### src/rtl/vend_dispense_sequencer.sv
// rtl/vend_dispense_sequencer.sv - vend request queue and actuator sequencer
//
// Purpose:
//   Queues vend events from the coin-counting FSM and executes them one at a
//   time: timed motor pulse, drop confirmation with timeout, optional
//   coin-return pulse, then a settle gap. A missed drop parks the sequencer
//   in a sticky fault until fault_clr_i discards the failed entry.
//
// Ports:
//   clk               clock
//   rst_n             asynchronous active-low reset
//   ena_i             global enable; low freezes every register
//   req_valid_i       vend request strobe
//   req_change_i      request also owes change (sampled with req_valid_i)
//   req_ready_o       queue can accept (not full and enabled)
//   drop_sensor_i     product-drop detector, active-high
//   fault_clr_i       clears the drop-timeout fault
//   motor_on_o        product motor drive (registered)
//   coin_return_on_o  change solenoid drive (registered)
//   busy_o            sequencer active or queue non-empty
//   fault_o           sticky drop-timeout fault (registered)
//   pending_o         queue occupancy
//   served_cnt_o      successful vends, wraps at 256

`timescale 1ns/1ps

module vend_dispense_sequencer #(
  parameter int DEPTH         = 4,
  parameter int MOTOR_CYCLES  = 16,
  parameter int DROP_TIMEOUT  = 64,
  parameter int CHANGE_CYCLES = 8,
  parameter int GAP_CYCLES    = 4
) (
  input  logic                       clk,
  input  logic                       rst_n,
  input  logic                       ena_i,
  input  logic                       req_valid_i,
  input  logic                       req_change_i,
  output logic                       req_ready_o,
  input  logic                       drop_sensor_i,
  input  logic                       fault_clr_i,
  output logic                       motor_on_o,
  output logic                       coin_return_on_o,
  output logic                       busy_o,
  output logic                       fault_o,
  output logic [$clog2(DEPTH+1)-1:0] pending_o,
  output logic [7:0]                 served_cnt_o
);

  localparam int CW = $clog2(DEPTH + 1);
  localparam int AW = $clog2(DEPTH);

  localparam int TMAX_A = (MOTOR_CYCLES > DROP_TIMEOUT) ? MOTOR_CYCLES : DROP_TIMEOUT;
  localparam int TMAX_B = (CHANGE_CYCLES > GAP_CYCLES) ? CHANGE_CYCLES : GAP_CYCLES;
  localparam int TMAX   = (TMAX_A > TMAX_B) ? TMAX_A : TMAX_B;
  localparam int TW     = $clog2(TMAX + 1);

  localparam logic [TW-1:0] MOTOR_LAST  = TW'(MOTOR_CYCLES - 1);
  localparam logic [TW-1:0] DROP_LAST   = TW'(DROP_TIMEOUT - 1);
  localparam logic [TW-1:0] CHANGE_LAST = TW'(CHANGE_CYCLES - 1);
  localparam logic [TW-1:0] GAP_LAST    = TW'(GAP_CYCLES - 1);
  localparam logic [CW-1:0] FULL_CNT    = CW'(DEPTH);

  typedef enum logic [2:0] {
    S_IDLE      = 3'd0,
    S_MOTOR     = 3'd1,
    S_WAIT_DROP = 3'd2,
    S_CHANGE    = 3'd3,
    S_GAP       = 3'd4,
    S_FAULT     = 3'd5
  } state_e;

  state_e          state_q, state_d;
  logic [TW-1:0]   timer_q, timer_d;
  logic            change_q, change_d;
  logic            drop_seen_q, drop_seen_d;
  logic [7:0]      served_q, served_d;
  logic            motor_q, coin_q, fault_q;

  logic [DEPTH-1:0] fifo_q;
  logic [AW-1:0]    wr_ptr_q, rd_ptr_q;
  logic [CW-1:0]    count_q;

  logic full, empty, push, pop;

  // Full comes from the registered count, so a pop in the same cycle never
  // opens a slot for a push.
  assign full        = (count_q == FULL_CNT);
  assign empty       = (count_q == '0);
  assign req_ready_o = !full && ena_i;
  assign push        = req_valid_i && req_ready_o;
  assign pop         = ena_i && (state_q == S_IDLE) && !empty;

  // Request queue: one change bit per entry.
  always_ff @(posedge clk or negedge rst_n) begin
    if (!rst_n) begin
      fifo_q   <= '0;
      wr_ptr_q <= '0;
      rd_ptr_q <= '0;
      count_q  <= '0;
    end else begin
      if (push) begin
        fifo_q[wr_ptr_q] <= req_change_i;
        wr_ptr_q         <= wr_ptr_q + AW'(1);
      end
      if (pop) begin
        rd_ptr_q <= rd_ptr_q + AW'(1);
      end
      if (push && !pop) begin
        count_q <= count_q + CW'(1);
      end else if (!push && pop) begin
        count_q <= count_q - CW'(1);
      end
    end
  end

  // Sequencer state register. Actuator outputs follow the state one cycle
  // later, which places the first motor cycle two edges after the push.
  // Fault tracks the next state so it rises on FAULT entry and drops on the
  // edge that takes fault_clr_i.
  always_ff @(posedge clk or negedge rst_n) begin
    if (!rst_n) begin
      state_q     <= S_IDLE;
      timer_q     <= '0;
      change_q    <= 1'b0;
      drop_seen_q <= 1'b0;
      served_q    <= '0;
      motor_q     <= 1'b0;
      coin_q      <= 1'b0;
      fault_q     <= 1'b0;
    end else if (ena_i) begin
      state_q     <= state_d;
      timer_q     <= timer_d;
      change_q    <= change_d;
      drop_seen_q <= drop_seen_d;
      served_q    <= served_d;
      motor_q     <= (state_q == S_MOTOR);
      coin_q      <= (state_q == S_CHANGE);
      fault_q     <= (state_d == S_FAULT);
    end
  end

  always_comb begin
    state_d     = state_q;
    timer_d     = timer_q;
    change_d    = change_q;
    drop_seen_d = drop_seen_q;
    served_d    = served_q;

    case (state_q)
      S_IDLE: begin
        if (pop) begin
          change_d    = fifo_q[rd_ptr_q];
          drop_seen_d = 1'b0;
          timer_d     = '0;
          state_d     = S_MOTOR;
        end
      end

      S_MOTOR: begin
        // A fast product can fall while the motor still runs; remember it.
        if (drop_sensor_i) begin
          drop_seen_d = 1'b1;
        end
        if (timer_q == MOTOR_LAST) begin
          timer_d = '0;
          state_d = S_WAIT_DROP;
        end else begin
          timer_d = timer_q + TW'(1);
        end
      end

      S_WAIT_DROP: begin
        if (drop_sensor_i || drop_seen_q) begin
          served_d = served_q + 8'd1;
          timer_d  = '0;
          state_d  = change_q ? S_CHANGE : S_GAP;
        end else if (timer_q == DROP_LAST) begin
          timer_d = '0;
          state_d = S_FAULT;
        end else begin
          timer_d = timer_q + TW'(1);
        end
      end

      S_CHANGE: begin
        if (timer_q == CHANGE_LAST) begin
          timer_d = '0;
          state_d = S_GAP;
        end else begin
          timer_d = timer_q + TW'(1);
        end
      end

      S_GAP: begin
        if (timer_q == GAP_LAST) begin
          timer_d = '0;
          state_d = S_IDLE;
        end else begin
          timer_d = timer_q + TW'(1);
        end
      end

      S_FAULT: begin
        // The failed entry was already popped; leaving is enough to drop it.
        if (fault_clr_i) begin
          timer_d = '0;
          state_d = S_IDLE;
        end
      end

      default: begin
        timer_d = '0;
        state_d = S_IDLE;
      end
    endcase
  end

  assign motor_on_o       = motor_q;
  assign coin_return_on_o = coin_q;
  assign fault_o          = fault_q;
  assign busy_o           = (state_q != S_IDLE) || !empty;
  assign pending_o        = count_q;
  assign served_cnt_o     = served_q;

endmodule
### config.mk
export PLATFORM = sky130hd
export DESIGN_NAME = vend_dispense_sequencer
export DESIGN_NICKNAME = d
export VERILOG_FILES = /design/src/rtl/vend_dispense_sequencer.sv
export SDC_FILE = /design/constraint.sdc
export NUM_CORES = 1
export LEC_CHECK = 0
export BUFFER_PORTS_ARGS = -buffer_cell sky130_fd_sc_hd__buf_2
export CAP_MARGIN = 0
export CORE_UTILIZATION = 56
export CTS_BUF_LIST = sky130_fd_sc_hd__clkbuf_2 sky130_fd_sc_hd__clkbuf_4 sky130_fd_sc_hd__clkbuf_8
export CTS_CLUSTER_DIAMETER = 120
export DETAILED_ROUTE_END_ITERATION = 7
export PLACE_DENSITY = 0.74
export SETUP_SLACK_MARGIN = 0.1
export SLEW_MARGIN = 20
export SYNTH_ARGS = -nofsm -noshare
export SYNTH_HDL_FRONTEND = slang
export SYNTH_SLANG_ARGS = --single-unit
export TNS_END_PERCENT = 30
### constraint.sdc
create_clock -name clk -period 6.7 [get_ports clk]
set_clock_uncertainty 0.15 [all_clocks]
set_input_delay 1.675 -clock clk [delete_from_list [all_inputs] [get_ports clk]]
set_output_delay 1.675 -clock clk [all_outputs]
set_load 0.1 [all_outputs]
==> results of run 1 <==
flip-flops by register name, indices dropped and copies added, names as in the netlist:
signal / count
rd_ptr_q: 2
fault_o: 1
drop_seen_q: 1
coin_return_on_o: 1
served_cnt_o: 8
pending_o: 3
state_q: 3
motor_on_o: 1
change_q: 1
fifo_q: 4
timer_q: 7
wr_ptr_q: 2
how the worst min path moves through the flow:
stage                                             end  slack [ps]  cells past startpoint
after floorplan               rd_ptr_q[1]$_DFFE_PN0P_         300                      1
after global placement    served_cnt_o[7]$_DFFE_PN0P_         300                      1
after detailed placement  served_cnt_o[7]$_DFFE_PN0P_         330                      1
after CTS                 served_cnt_o[7]$_DFFE_PN0P_         350                      1
after global routing      served_cnt_o[7]$_DFFE_PN0P_         360                      1
final                     served_cnt_o[7]$_DFFE_PN0P_         330                      1
stage by stage:
step / hold slack, ps / power [W] / std cells / instance area (um2)
3_5_place_dp: 328.3 / 0.0007446 / 240 / 2048
3_3_place_gp: 302.2 / 0.0007275 / 240 / 2048
6_report: 331.3 / 0.0008959 / 247 / 2130
4_1_cts: 346.0 / 0.0009023 / 247 / 2130
5_1_grt: 359.2 / 0.0009602 / 247 / 2130
2_1_floorplan: 303.4 / 0.0006727 / 184 / 1928
power breakdown:
part           leakage [nW]  internal [W]  switching [W]
Sequential            0.431      0.000267      0.0000760
Combinational         0.504      0.000137       0.000262
Clock                0.0443     0.0000868      0.0000671
placed cells by master, fill, tap and decap left out, types with 2 or more instances in the layout:
master,instances
sky130_fd_sc_hd__a21o_1,2
sky130_fd_sc_hd__a21oi_1,3
sky130_fd_sc_hd__a31oi_1,2
sky130_fd_sc_hd__and3_1,4
sky130_fd_sc_hd__buf_2,22
sky130_fd_sc_hd__clkbuf_4,5
sky130_fd_sc_hd__dfrtp_1,34
sky130_fd_sc_hd__ha_1,7
sky130_fd_sc_hd__inv_1,7
sky130_fd_sc_hd__mux2_2,8
sky130_fd_sc_hd__nand2_1,21
sky130_fd_sc_hd__nand2b_1,2
sky130_fd_sc_hd__nand3_1,7
sky130_fd_sc_hd__nand4_1,6
sky130_fd_sc_hd__nand4b_1,2
sky130_fd_sc_hd__nor2_1,7
sky130_fd_sc_hd__nor3_1,2
sky130_fd_sc_hd__nor4b_1,2
sky130_fd_sc_hd__o21ai_0,9
sky130_fd_sc_hd__o21ai_2,2
sky130_fd_sc_hd__o22ai_1,2
sky130_fd_sc_hd__o311ai_4,2
sky130_fd_sc_hd__o31ai_1,2
sky130_fd_sc_hd__or2_2,2
sky130_fd_sc_hd__or3_1,4
sky130_fd_sc_hd__xnor2_1,10
sky130_fd_sc_hd__xor2_1,5
final cells by class:
cell class | count | area [um2] | share of cell area
clock inverters | 1 | 30.03 | 0.01410
well taps | 44 | 55.05 | 0.02585
flip-flops and latches | 34 | 850.8 | 0.3995
clock buffers | 6 | 51.30 | 0.02409
multi-input cells | 133 | 1006 | 0.4724
inverters | 7 | 26.28 | 0.01234
repair buffers | 22 | 110.1 | 0.05170
per-layer routing:
layer / up-vias / part of all wire / track usage
met2: 44 / 0.46 / 0.3501
met5: - / 0 / 0
met3: 7 / 0.047 / 0.06610
met4: 0 / 0.014 / 0.08442
li1: 695 / - / -
met1: 714 / 0.48 / 0.3287
logic make-up after synthesis:
group / after synthesis
muxes: 9
adders and majority gates: 8
buffers and inverters: 17
DFF: 34
and+or+nand+nor: 69
AOI/OAI and AO/OA: 32
xor gates and xnor gates: 15
==> out/results.txt, run 1 <==
The class of the tightest hold or removal check was flop to flop. Input and output buffers added on the ports amount to 22. The dominant combinational cell family by area after synthesis is simple AND/OR/NAND/NOR gates. Library cell occupying the most area in the post-synthesis netlist: sky130_fd_sc_hd__dfrtp_1. The area share of the largest cell type after synthesis is 0.4413. The tools report the category of the worst setup path capture point as an output port. For the initial core utilization, the log shows 0.6115.

The top cell family by delay on the critical path was buffers and inverters. TritonCTS built the clock tree. Across the run, the number of max-cap violations was 0.

The clock root buffer was sky130_fd_sc_hd__clkbuf_4. Count of antenna-violating nets left after detailed routing: 0. The maximum buffer depth of the clock tree was 2; the number of endpoints failing setup at the final stage was 0.

The number of max-slew violations in the final report was 0; the number of iterations in the first detailed-routing pass was 4. The run gives 3153 um2 as the standard cell core area. The clock reaches the later pin of the worst-skew pair after 340 ps.

In this run, CTS created clock tree buffers numbering 5. In the final design database the tool counted 218 nets. The total global routing track utilization was 0.2347; the number of endpoints with negative hold slack in the final report was 0. The average instance in the mapped netlist occupies 10.48 um2. The clock-pin slew on the worst setup and hold paths was 100 ps. Entering global routing, the biggest net connects 35 pins. In this design, the critical path's most frequently occurring cell is sky130_fd_sc_hd__buf_2. The number of placement rows is 20. The run gives 0.4413 as the post-synthesis sequential area ratio.

Setup repair after global routing left no endpoint under its margin. The timing startpoint of the critical path was ena_i. Slowest cell on the critical path: sky130_fd_sc_hd__buf_2.

The signed area change from the synthesized netlist to the final layout was 10.45%. The setup check on the worst reg-to-reg path leaves a slack of 4120 ps. In this run, post-CTS repair resized a total of 0 instances. The slack of the critical path is 2203 ps, and the signal arrival time at the worst endpoint is 2670 ps. The fraction of final layout cells with drive strength greater than 1 is 0.2512, and the total wire length is 3570 um. Post-synthesis share of cell area spent on and, or, nand and nor gates: 0.2031. The H-tree generated during clock tree synthesis spans 2 levels.

Static timing analysis puts the maximum clock frequency at 222.4 MHz. The share of flip-flops with an asynchronous set or reset after synthesis is 1.000, and the post-DP HPWL is 2593 um. The netlist uses 48 different library cells. The number of cells traversed by the worst register-to-register path was 6; the number of clock sinks was 34. In this run the critical register-to-register path is launched from state_q[0]$_DFFE_PN0P_. The time the worst path needs with I/O delays and setup was 4497 ps; the mapped cell area was 1928 um2. The congestion estimate from routability-driven global placement came to 0.9055.

The share of the clock period used by the worst path came out at 0.6712. STA classifies the critical path startpoint as an input pin. The mux cell area share after synthesis is 0.05840. The final setup TNS is 0 ps. The tools report the worst slack at placement as 2220 ps. The area share of xor/xnor cells in the synthesized design is 0.06814, and the share of the synthesized area in compound gates (AO/OA/AOI/OAI) is 0.1363.

The total overflow left after global routing is 0. 0 antenna diodes ended up in the layout. The flow ran to the end, and the final reports show no timing, DRC or antenna violations.

The routed length per instance was 14.45 um; the initial antenna violation count was 0. Dividing total power by cell area gives a power density of 420.7 nW/um2. The width of the die was 60.68 um. The vertical die dimension was 60.68 um; the cell count after synthesis was 184. Slew at the pin closest to its max-slew limit: 735.4 ps.

Most common cell in the synthesized netlist: sky130_fd_sc_hd__dfrtp_1. After synthesis, the most frequently instantiated cells are 34 x sky130_fd_sc_hd__dfrtp_1, 21 x sky130_fd_sc_hd__nand2_1, 10 x sky130_fd_sc_hd__xnor2_1. The final cell utilization of the core came out at 0.6754. The number of buffers and inverters on the critical path is 2. The number of enable-type register cells in the synthesized netlist was 0; the detailed-route via count was 1460. The adder-cell share of the synthesized area came out at 0.05581. The start-to-end type of the worst setup path was input pin to output port. In the routed layout, each cell is associated on average with a via count of 5.911. For the cell leakage power, the log shows 0.9793 nW. The worst endpoint required time came out at 4880 ps. The logs give 0 for the number of post-CTS setup repair buffers and 23 for the number of top-level pins.

The biggest cell delay along the critical path is 470 ps, and the number of remaining DRC errors is 0. The flop and latch count out of synthesis was 34; the maximum vdd drop was 0.4108 mV. Counting every net in the synthesized netlist gives 199. The run gives 6237 um as the wire length of the first global-routing pass. The tools report the critical path capture point as req_ready_o.

The critical path crosses 3 cells after its start point. The iteration-0 DRC count of the detailed router came out at 79. Yosys printed 0 warnings. Buffers inserted to repair hold after CTS numbered 0. The dominant register cell in the synthesized netlist is sky130_fd_sc_hd__dfrtp_1. Walking the worst path, the cells encountered are buf_2 > a21boi_0 > buf_2.

By area the synthesized netlist is led by sky130_fd_sc_hd__dfrtp_1 44%, sky130_fd_sc_hd__mux2_2 4.7%, sky130_fd_sc_hd__ha_1 4.5%. The startpoint of the worst hold path is served_cnt_o[7]$_DFFE_PN0P_. The relative slew slack was 0.5097; the largest fanout on the critical path was 17.

The floorplan step defined a die boundary enclosing 3681 um2. The endpoint identified for the worst register-to-register timing path is pending_o[1]$_DFFE_PN0P_. Counting the fill cells in the layout gives 264. The via count of the first global-routing pass was 1333.
No activity file was read; power rests on OpenSTA's default activity.
==> run 2, diff against run 1 <==
--- a/config.mk
+++ b/config.mk
@@ -5,13 +5,14 @@
 export SDC_FILE = /design/constraint.sdc
 export NUM_CORES = 1
 export LEC_CHECK = 0
+export ABC_AREA = 1
 export BUFFER_PORTS_ARGS = -buffer_cell sky130_fd_sc_hd__buf_2
 export CAP_MARGIN = 0
-export CORE_UTILIZATION = 56
+export CORE_UTILIZATION = 54
 export CTS_BUF_LIST = sky130_fd_sc_hd__clkbuf_2 sky130_fd_sc_hd__clkbuf_4 sky130_fd_sc_hd__clkbuf_8
 export CTS_CLUSTER_DIAMETER = 120
 export DETAILED_ROUTE_END_ITERATION = 7
-export PLACE_DENSITY = 0.74
+export PLACE_DENSITY = 0.75
 export SETUP_SLACK_MARGIN = 0.1
 export SLEW_MARGIN = 20
 export SYNTH_ARGS = -nofsm -noshare
==> constraint.sdc (replaced) <==
create_clock -name clk -period 3.8 [get_ports clk]
set_clock_uncertainty 0.15 [all_clocks]
set_input_delay 0.95 -clock clk [delete_from_list [all_inputs] [get_ports clk]]
set_output_delay 0.95 -clock clk [all_outputs]
set_load 0.1 [all_outputs]
==> run 2 against run 1 <==
Compared with the run above: first-iteration DRC count rose by 62%; utilization fell by 1.8 points; clock-buffer cell count rose by 1; clock power rose by 82%; flip-flop and latch count did not move; final cell count rose by 34%; sequential share of layout area fell by 2.4 points; combinational power rose by 99%; total power rose by 85%; worst hold slack got worse by 2.7 ps.
==> out/results.txt, run 2 <==
The total global routing track utilization was 0.2253 (-0.009461). The maximum number of pins on one net before global-route repair was 35 (unchanged). The area share of xor/xnor cells in the synthesized design was 0.04819 (-0.01995); the number of endpoints with negative hold slack in the final report was 0 (unchanged). The number of top-level pins came out at 23 (unchanged). The number of H-tree branching levels is 2 (unchanged). The worst setup path is launched from an input pin.

Dominant register cell in the synthesized netlist: sky130_fd_sc_hd__dfrtp_1. For the total wire length, the log shows 3805 um (+6.6%). The tools report the worst setup slack for register-to-register paths as 1540 ps (-2580 ps).

Leaving out fill and tap cells, the most frequent cells in the layout are 68 x sky130_fd_sc_hd__nand2_1, 34 x sky130_fd_sc_hd__dfrtp_1, 26 x sky130_fd_sc_hd__nor2_1. The flop and latch count out of synthesis came out at 34 (unchanged). The number of vias per cell after detailed routing is 5.018 (-15%), and the share of the synthesized area in compound gates (AO/OA/AOI/OAI) is 0.07384 (-0.06243). Share of flip-flops with an asynchronous set or reset after synthesis: 1.000 (unchanged).

Start-to-end type of the worst setup path: input pin to output port. The design area is 2263 um2 (+6.3%), and the iteration-0 DRC count of the detailed router is 128 (+62%). The number of post-CTS setup repair buffers came out at 0 (unchanged). Power density over cell area: 732.1 nW/um2 (+74%). The category of the worst setup path capture point was an output port.

The run gives 634.3 ps (-1586 ps) as the worst slack at placement. The run gives 29 (-40%) as the number of distinct standard cells referenced by the synthesized netlist. The final cell utilization of the core is 0.6576 (-0.01782). Final setup TNS: 0 ps (unchanged). Number of clock sinks: 34 (unchanged). Leaving out fill and tap cells, the most frequent cell in the layout is sky130_fd_sc_hd__nand2_1. The tools report the clock root buffer as sky130_fd_sc_hd__clkbuf_8. Routed length per instance: 11.50 um (-20%). For the maximum vdd drop, the log shows 0.5571 mV (+36%).

The fraction of final layout cells with drive strength greater than 1 is 0.1825 (-0.06878), and the via count of the first global-routing pass is 1594 (+20%). The tools report the wire length of the first global-routing pass as 6906 um (+11%). The run gives 3442 um2 (+9.2%) as the standard cell core area. The time the worst path needs with I/O delays and setup is 3156 ps. Setup repair after global routing left no endpoint under its margin.

For the slack of the critical path, the log shows 643.6 ps (-1559 ps). In the synthesized netlist, the cells that appear most often are 68 x sky130_fd_sc_hd__nand2_1, 34 x sky130_fd_sc_hd__dfrtp_1, 26 x sky130_fd_sc_hd__nor2_1. The relative slew slack was 0.4988 (-0.01091). The cell count after synthesis was 256 (+39%).

The placed cell area came out at 2168 um2 (+5.9%). The signal arrival time at the worst endpoint is 2060 ps (-610 ps). The mux cell area share after synthesis is 0 (-0.05840). The adder-cell share of the synthesized area was 0.05382 (-0.001991); the mapped cell area was 1999 um2 (+3.7%).

The width of the die was 62.85 um (+3.6%). The run gives 0 (unchanged) as the count of antenna-violating nets left after detailed routing. The most common cell in the synthesized netlist is sky130_fd_sc_hd__nand2_1. The maximum buffer depth of the clock tree is 2 (unchanged). For the number of max-capacitance violations reported, the log shows 0 (unchanged). The area used by multi-input combinational logic was 1033 um2 (+2.7%); the number of iterations in the first detailed-routing pass was 4 (unchanged). Global route total overflow: 0 (unchanged). The logs give 0.5809 (-0.03063) for the initial core utilization and 2862 um (+10%) for the post-DP HPWL. The number of enable-type register cells in the synthesized netlist came out at 0 (unchanged). The achievable clock frequency is 316.8 MHz, and the sequential cell area is 850.8 um2 (unchanged).

For the initial antenna violation count, the log shows 0 (unchanged). The run gives 0 (unchanged) as the quantity of gates resized following cts. The total die area is 3950 um2 (+7.3%). sky130_fd_sc_hd__dfrtp_1 takes more of the synthesized area than any other cell. The vertical die dimension is 62.85 um (+3.6%).

The clock-pin slew on the worst setup and hold paths is 70 ps (-30 ps), and the number of endpoints failing setup at the final stage is 0 (unchanged). The flow ran to the end, and the final reports show no timing, DRC or antenna violations. From synthesis to final layout, the design area changed by 13.20%. The tools report the CTS buffer count as 5 (unchanged). The net count of the mapped netlist was 271 (+36%); the post-synthesis share of cell area spent on and, or, nand and nor gates was 0.3379 (+0.1348).

The slew at the pin closest to its max-slew limit is 751.8 ps (+16.36 ps). The tools report the Yosys warning count as 0 (unchanged). TritonCTS built the clock tree. The run gives 0 (unchanged) as the diode insertion count for antenna repair. By area the synthesized netlist is led by sky130_fd_sc_hd__dfrtp_1 43%, sky130_fd_sc_hd__nand2_1 13%, sky130_fd_sc_hd__nand3_1 6.0%. For the number of max-slew violations in the final report, the log shows 0 (unchanged).

The post-layout net count was 299 (+37%); the post-synthesis sequential area ratio was 0.4255 (-0.01574). The mean area per synthesized cell came out at 7.810 um2 (-25%). Cell leakage power: 1.157 nW (+18%). The tools report the detailed-route via count as 1661 (+14%). The dominant combinational cell family by area after synthesis was simple AND/OR/NAND/NOR gates.

Number of remaining DRC errors: 0 (unchanged). The run gives 2700 ps (-2180 ps) as the worst endpoint required time. The placer congestion estimate is 0.8612 (-4.9%), and the area share of the largest cell type after synthesis is 0.4255 (-0.01574). The number of flip-flops under the largest register name was 8 (unchanged); the number of port buffers was 22 (unchanged).

The number of placement rows was 21 (+5.0%). The min-delay analysis places its worst path in the category flop to flop. The logs give 0 (unchanged) for the quantity of hold-fixing buffers added after cts and 280 ps (-60 ps) for the clock insertion delay at the later pin of the skew report. Final-layout fill cell count: 318 (+20%).

The share of the clock period used by the worst path is 0.8306. Largest fanout on the critical path: 10 (-7).
## run 2: stage by stage
| step | total power [W] | hold slack, ps | cells |
|---|---|---|---|
| floorplan | 0.001231 | 297.8 | 256 |
| global route | 0.001781 | 350.7 | 331 |
| global placement | 0.001373 | 308.9 | 323 |
| CTS | 0.001672 | 337.6 | 331 |
| finish | 0.001657 | 328.6 | 331 |
| detailed placement | 0.001387 | 320.7 | 323 |
## run 2: logic make-up (layout without fill, tap and decap cells)
group / after synthesis / in the layout
AO/OA/AOI/OAI: 27 / 27
adder cells (fa/ha/maj): 8 / 8
buffers and inverters: 32 / 61
XOR/XNOR: 11 / 11
AND/OR/NAND/NOR: 144 / 144
flip-flops: 34 / 34
## run 2: worst max-delay path, cell delays in order
cell and delay [ps]:
sky130_fd_sc_hd__buf_2 200, sky130_fd_sc_hd__clkinv_1 260, sky130_fd_sc_hd__a31oi_2 200, sky130_fd_sc_hd__buf_2 440
## run 2: path summary, 6_finish.rpt
path,to,cells after the start,startpoint
max,req_ready_o,4,ena_i
min,fault_o$_DFFE_PN0P_,2,fault_o$_DFFE_PN0P_
max reg2reg,pending_o[2]$_DFFE_PN0P_,11,pending_o[1]$_DFFE_PN0P_
min reg2reg,fault_o$_DFFE_PN0P_,2,fault_o$_DFFE_PN0P_
max in group asynchronous,timer_q[2]$_DFFE_PN0P_,1,rst_n
min in group asynchronous,fault_o$_DFFE_PN0P_,1,rst_n
## run 2: metal layers
metal	GRT usage	vias up	share of wire
met5	0	-	0
met1	0.2842	751	0.49
met3	0.04927	10	0.028
met4	0.09302	0	0.019
met2	0.3723	17	0.46
li1	-	883	-
## run 2: report_power, final
| part | internal, W | switching, W |
|---|---|---|
| Clock | 0.000153 | 0.000126 |
| Combinational | 0.000200 | 0.000596 |
| Sequential | 0.000470 | 0.000112 |
| Total | 0.000823 | 0.000835 |
## run 2: area by class of cell
| class | count | share of cell area |
|---|---|---|
| repair buffers | 22 | 0.04865 |
| well taps | 46 | 0.02543 |
| clock buffers | 7 | 0.03980 |
| flip-flops and latches | 34 | 0.3759 |
| multi-input cells | 190 | 0.4566 |
| inverters | 31 | 0.05141 |
| clock inverters | 1 | 0.002211 |
==> run 3, diff against run 2 <==
==> constraint.sdc (replaced) <==
create_clock -name clk -period 2.75 [get_ports clk]
set_clock_uncertainty 0.15 [all_clocks]
set_input_delay 0.6875 -clock clk [delete_from_list [all_inputs] [get_ports clk]]
set_output_delay 0.6875 -clock clk [all_outputs]
set_load 0.1 [all_outputs]
==> run 3 against run 2 <==
Compared with the run above: clock power is 36% higher; final cell count stayed put; largest cell class unchanged; register-to-register slack worse by 1100 ps; flip-flop and latch count stayed put; critical path depth is 1 higher; utilization is 0.84 points higher; global-route usage is 0.36 points lower.
==> out/results.txt, run 3 (synthesis results as in run 2) <==
The worst setup path is launched from a flop. The run gives 0 (unchanged) as the count of antenna-violating nets left after detailed routing. The signed area change from the synthesized netlist to the final layout was 14.64%. The final cell utilization of the core was 0.6659 (+0.008361); the power spent charging and discharging nets was 0.001160 W (+39%).

Initial core utilization: 0.5809 (unchanged). Number of placement rows: 21 (unchanged). The most critical setup path has its startpoint at state_q[0]$_DFFE_PN0P_. The quantity of gates resized following cts is 0 (unchanged). Based on the critical path, the design can be clocked at up to 412.0 MHz. The clock network fraction of design power is 0.165 (-0.004), and the internal power component is 0.001150 W (+40%). The fraction of final layout cells with drive strength greater than 1 was 0.1895 (+0.007018).

Worst endpoint required time: 1910 ps (-790 ps). The tools report the relative slew slack as 0.5015 (+0.002690). Total global routing track utilization: 0.2217 (-0.003575).

The cell sitting at the root of the clock tree is a sky130_fd_sc_hd__clkbuf_8. The logs give 0 (unchanged) for the number of max-slew violations in the final report and 6872 um (-0.49%) for the wire length of the first global-routing pass. TritonCTS built the clock tree.

The tools report the category of the worst setup path capture point as an output port. The worst register-to-register path begins at pending_o[0]$_DFFE_PN0P_. Total die area: 3950 um2 (unchanged). The cell leakage power came out at 1.163 nW (+0.45%).

The width of the die is 62.85 um (unchanged). The switching power share of the total is 0.5021 (-0.001524), and the initial antenna violation count is 0 (unchanged). The worst setup path is of the flop to output port kind. For the number of clock sinks, the log shows 34 (unchanged). The post-layout net count was 300 (+0.33%); the slew at the pin closest to its max-slew limit was 747.8 ps (-4.035 ps). The library cells used most frequently in the layout, excluding fill and tap cells, are 68 x sky130_fd_sc_hd__nand2_1, 32 x sky130_fd_sc_hd__dfrtp_1, 26 x sky130_fd_sc_hd__nor2_1. The placer congestion estimate is 0.8859 (+2.9%). The final setup TNS is 0 ps (unchanged), and the signal arrival time at the worst endpoint is 1590 ps (-470 ps).

The tools report the detailed-route via count as 1692 (+1.9%). The number of remaining DRC errors is 0 (unchanged), and the quantity of hold-fixing buffers added after cts is 0 (unchanged). For the total wire length, the log shows 3870 um (+1.7%). The largest fanout on the critical path is 7 (-3), and the number of top-level pins is 23 (unchanged). Setup repair after global routing left no endpoint under its margin.

The number of flip-flops under the largest register name is 8 (unchanged). The tools report the standard cell core area as 3442 um2 (unchanged). CTS buffer count: 5 (unchanged).

The vertical die dimension was 62.85 um (unchanged). Iteration-0 DRC count of the detailed router: 121 (-5.5%). The run gives 0.8706 mV (+56%) as the maximum vdd drop. The via count of the first global-routing pass was 1598 (+0.25%).

Portion of total power attributed to combinational logic: 0.485 (+0.005). Number of endpoints with negative hold slack in the final report: 0 (unchanged). The time the worst path needs with I/O delays and setup works out to 2427 ps.

For the number of endpoints failing setup at the final stage, the log shows 0 (unchanged). The clock insertion delay at the later pin of the skew report is 280 ps (about the same). The share of the clock period used by the worst path works out to 0.8826. The number of max-capacitance violations reported was 0 (unchanged); the routed length per instance was 11.69 um (+1.7%).

The number of vias per cell after detailed routing came out at 5.112 (+1.9%). The flow ran to the end, and the final reports show no timing, DRC or antenna violations. The number of post-CTS setup repair buffers was 0 (unchanged); the number of H-tree branching levels was 2 (unchanged). The global route total overflow is 0 (unchanged). The tightest min-delay check is of the input pin to async pin type. The number of iterations in the first detailed-routing pass is 5 (+1), and the diode insertion count for antenna repair is 0 (unchanged). The maximum buffer depth of the clock tree was 2 (unchanged); the number of port buffers was 22 (unchanged). The clock-pin slew on the worst setup and hold paths is 70 ps (about the same).

Power share of the sequential group: 0.350 (about the same). Leaving out fill and tap cells, the most frequent cell in the layout is sky130_fd_sc_hd__nand2_1. For the maximum number of pins on one net before global-route repair, the log shows 35 (unchanged). The final-layout worst hold slack is 314.5 ps (-14.05 ps), and the power density over cell area is 1008 nW/um2 (+38%). The tools report the post-DP HPWL as 2822 um (-1.4%).
[run 3: changes by cell type in the layout (fill, tap and decap cells not counted), sizes merged]
| cell | change |
|---|---|
| buf | +1 |
| clkinv | -1 |
[run 3: final cells by class]
class	count	area, um2
flip-flops and latches	34	853.3
multi-input cells	190	1042
clock buffers	7	90.09
fillers	302	1150
well taps	46	57.56
repair buffers	23	132.6
inverters	31	116.4
[run 3: through the flow]
| stage | worst slack (ps) | power (W) | cell area [um2] | cells |
|---|---|---|---|---|
| CTS | 324.3 | 0.002329 | 2292 | 331 |
| global route | 246.7 | 0.002469 | 2292 | 331 |
| global placement | 272.7 | 0.001925 | 2202 | 324 |
| finish | 322.8 | 0.002310 | 2292 | 331 |
| floorplan | 129.3 | 0.001713 | 2017 | 256 |
| detailed placement | 233.8 | 0.001935 | 2202 | 324 |
[run 3: layer usage]
layer	part of all wire	vias to the layer above	wire length [um]	global-route usage
met3	0.038	4	148	0.06022
li1	-	879	-	-
met2	0.46	36	1778	0.3505
met4	0.0085	0	33	0.06105
met1	0.49	773	1909	0.2978
met5	0	-	0	0
[run 3: final timing paths]
| check | end | slack, ps | cells after the start |
|---|---|---|---|
| hold / removal | state_q[1]$_DFFE_PN0P_ | 310 | 1 |
| min in group clk | fault_o$_DFFE_PN0P_ | 320 | 2 |
| hold reg to reg | fault_o$_DFFE_PN0P_ | 320 | 2 |
| setup / recovery | busy_o | 320 | 5 |
| max in group asynchronous | pending_o[1]$_DFFE_PN0P_ | 1610 | 1 |
| setup reg to reg | pending_o[2]$_DFFE_PN0P_ | 470 | 11 |
[run 3: power groups by stage]
stage	sequential, W	clock [W]	combinational [W]
finish	0.000809	0.000380	0.00112
global route	0.000831	0.000412	0.00123
CTS	0.000807	0.000392	0.00113
detailed placement	0.000815	0	0.00112
global placement	0.000813	0	0.00111
floorplan	0.00116	0	0.000558
[run 3: critical path, cell delays in order (launching register included)]
cell	delay (ps)
sky130_fd_sc_hd__dfrtp_1	520
sky130_fd_sc_hd__inv_2	80
sky130_fd_sc_hd__nand2_1	100
sky130_fd_sc_hd__nor2_1	60
sky130_fd_sc_hd__nand2_2	110
sky130_fd_sc_hd__buf_2	430
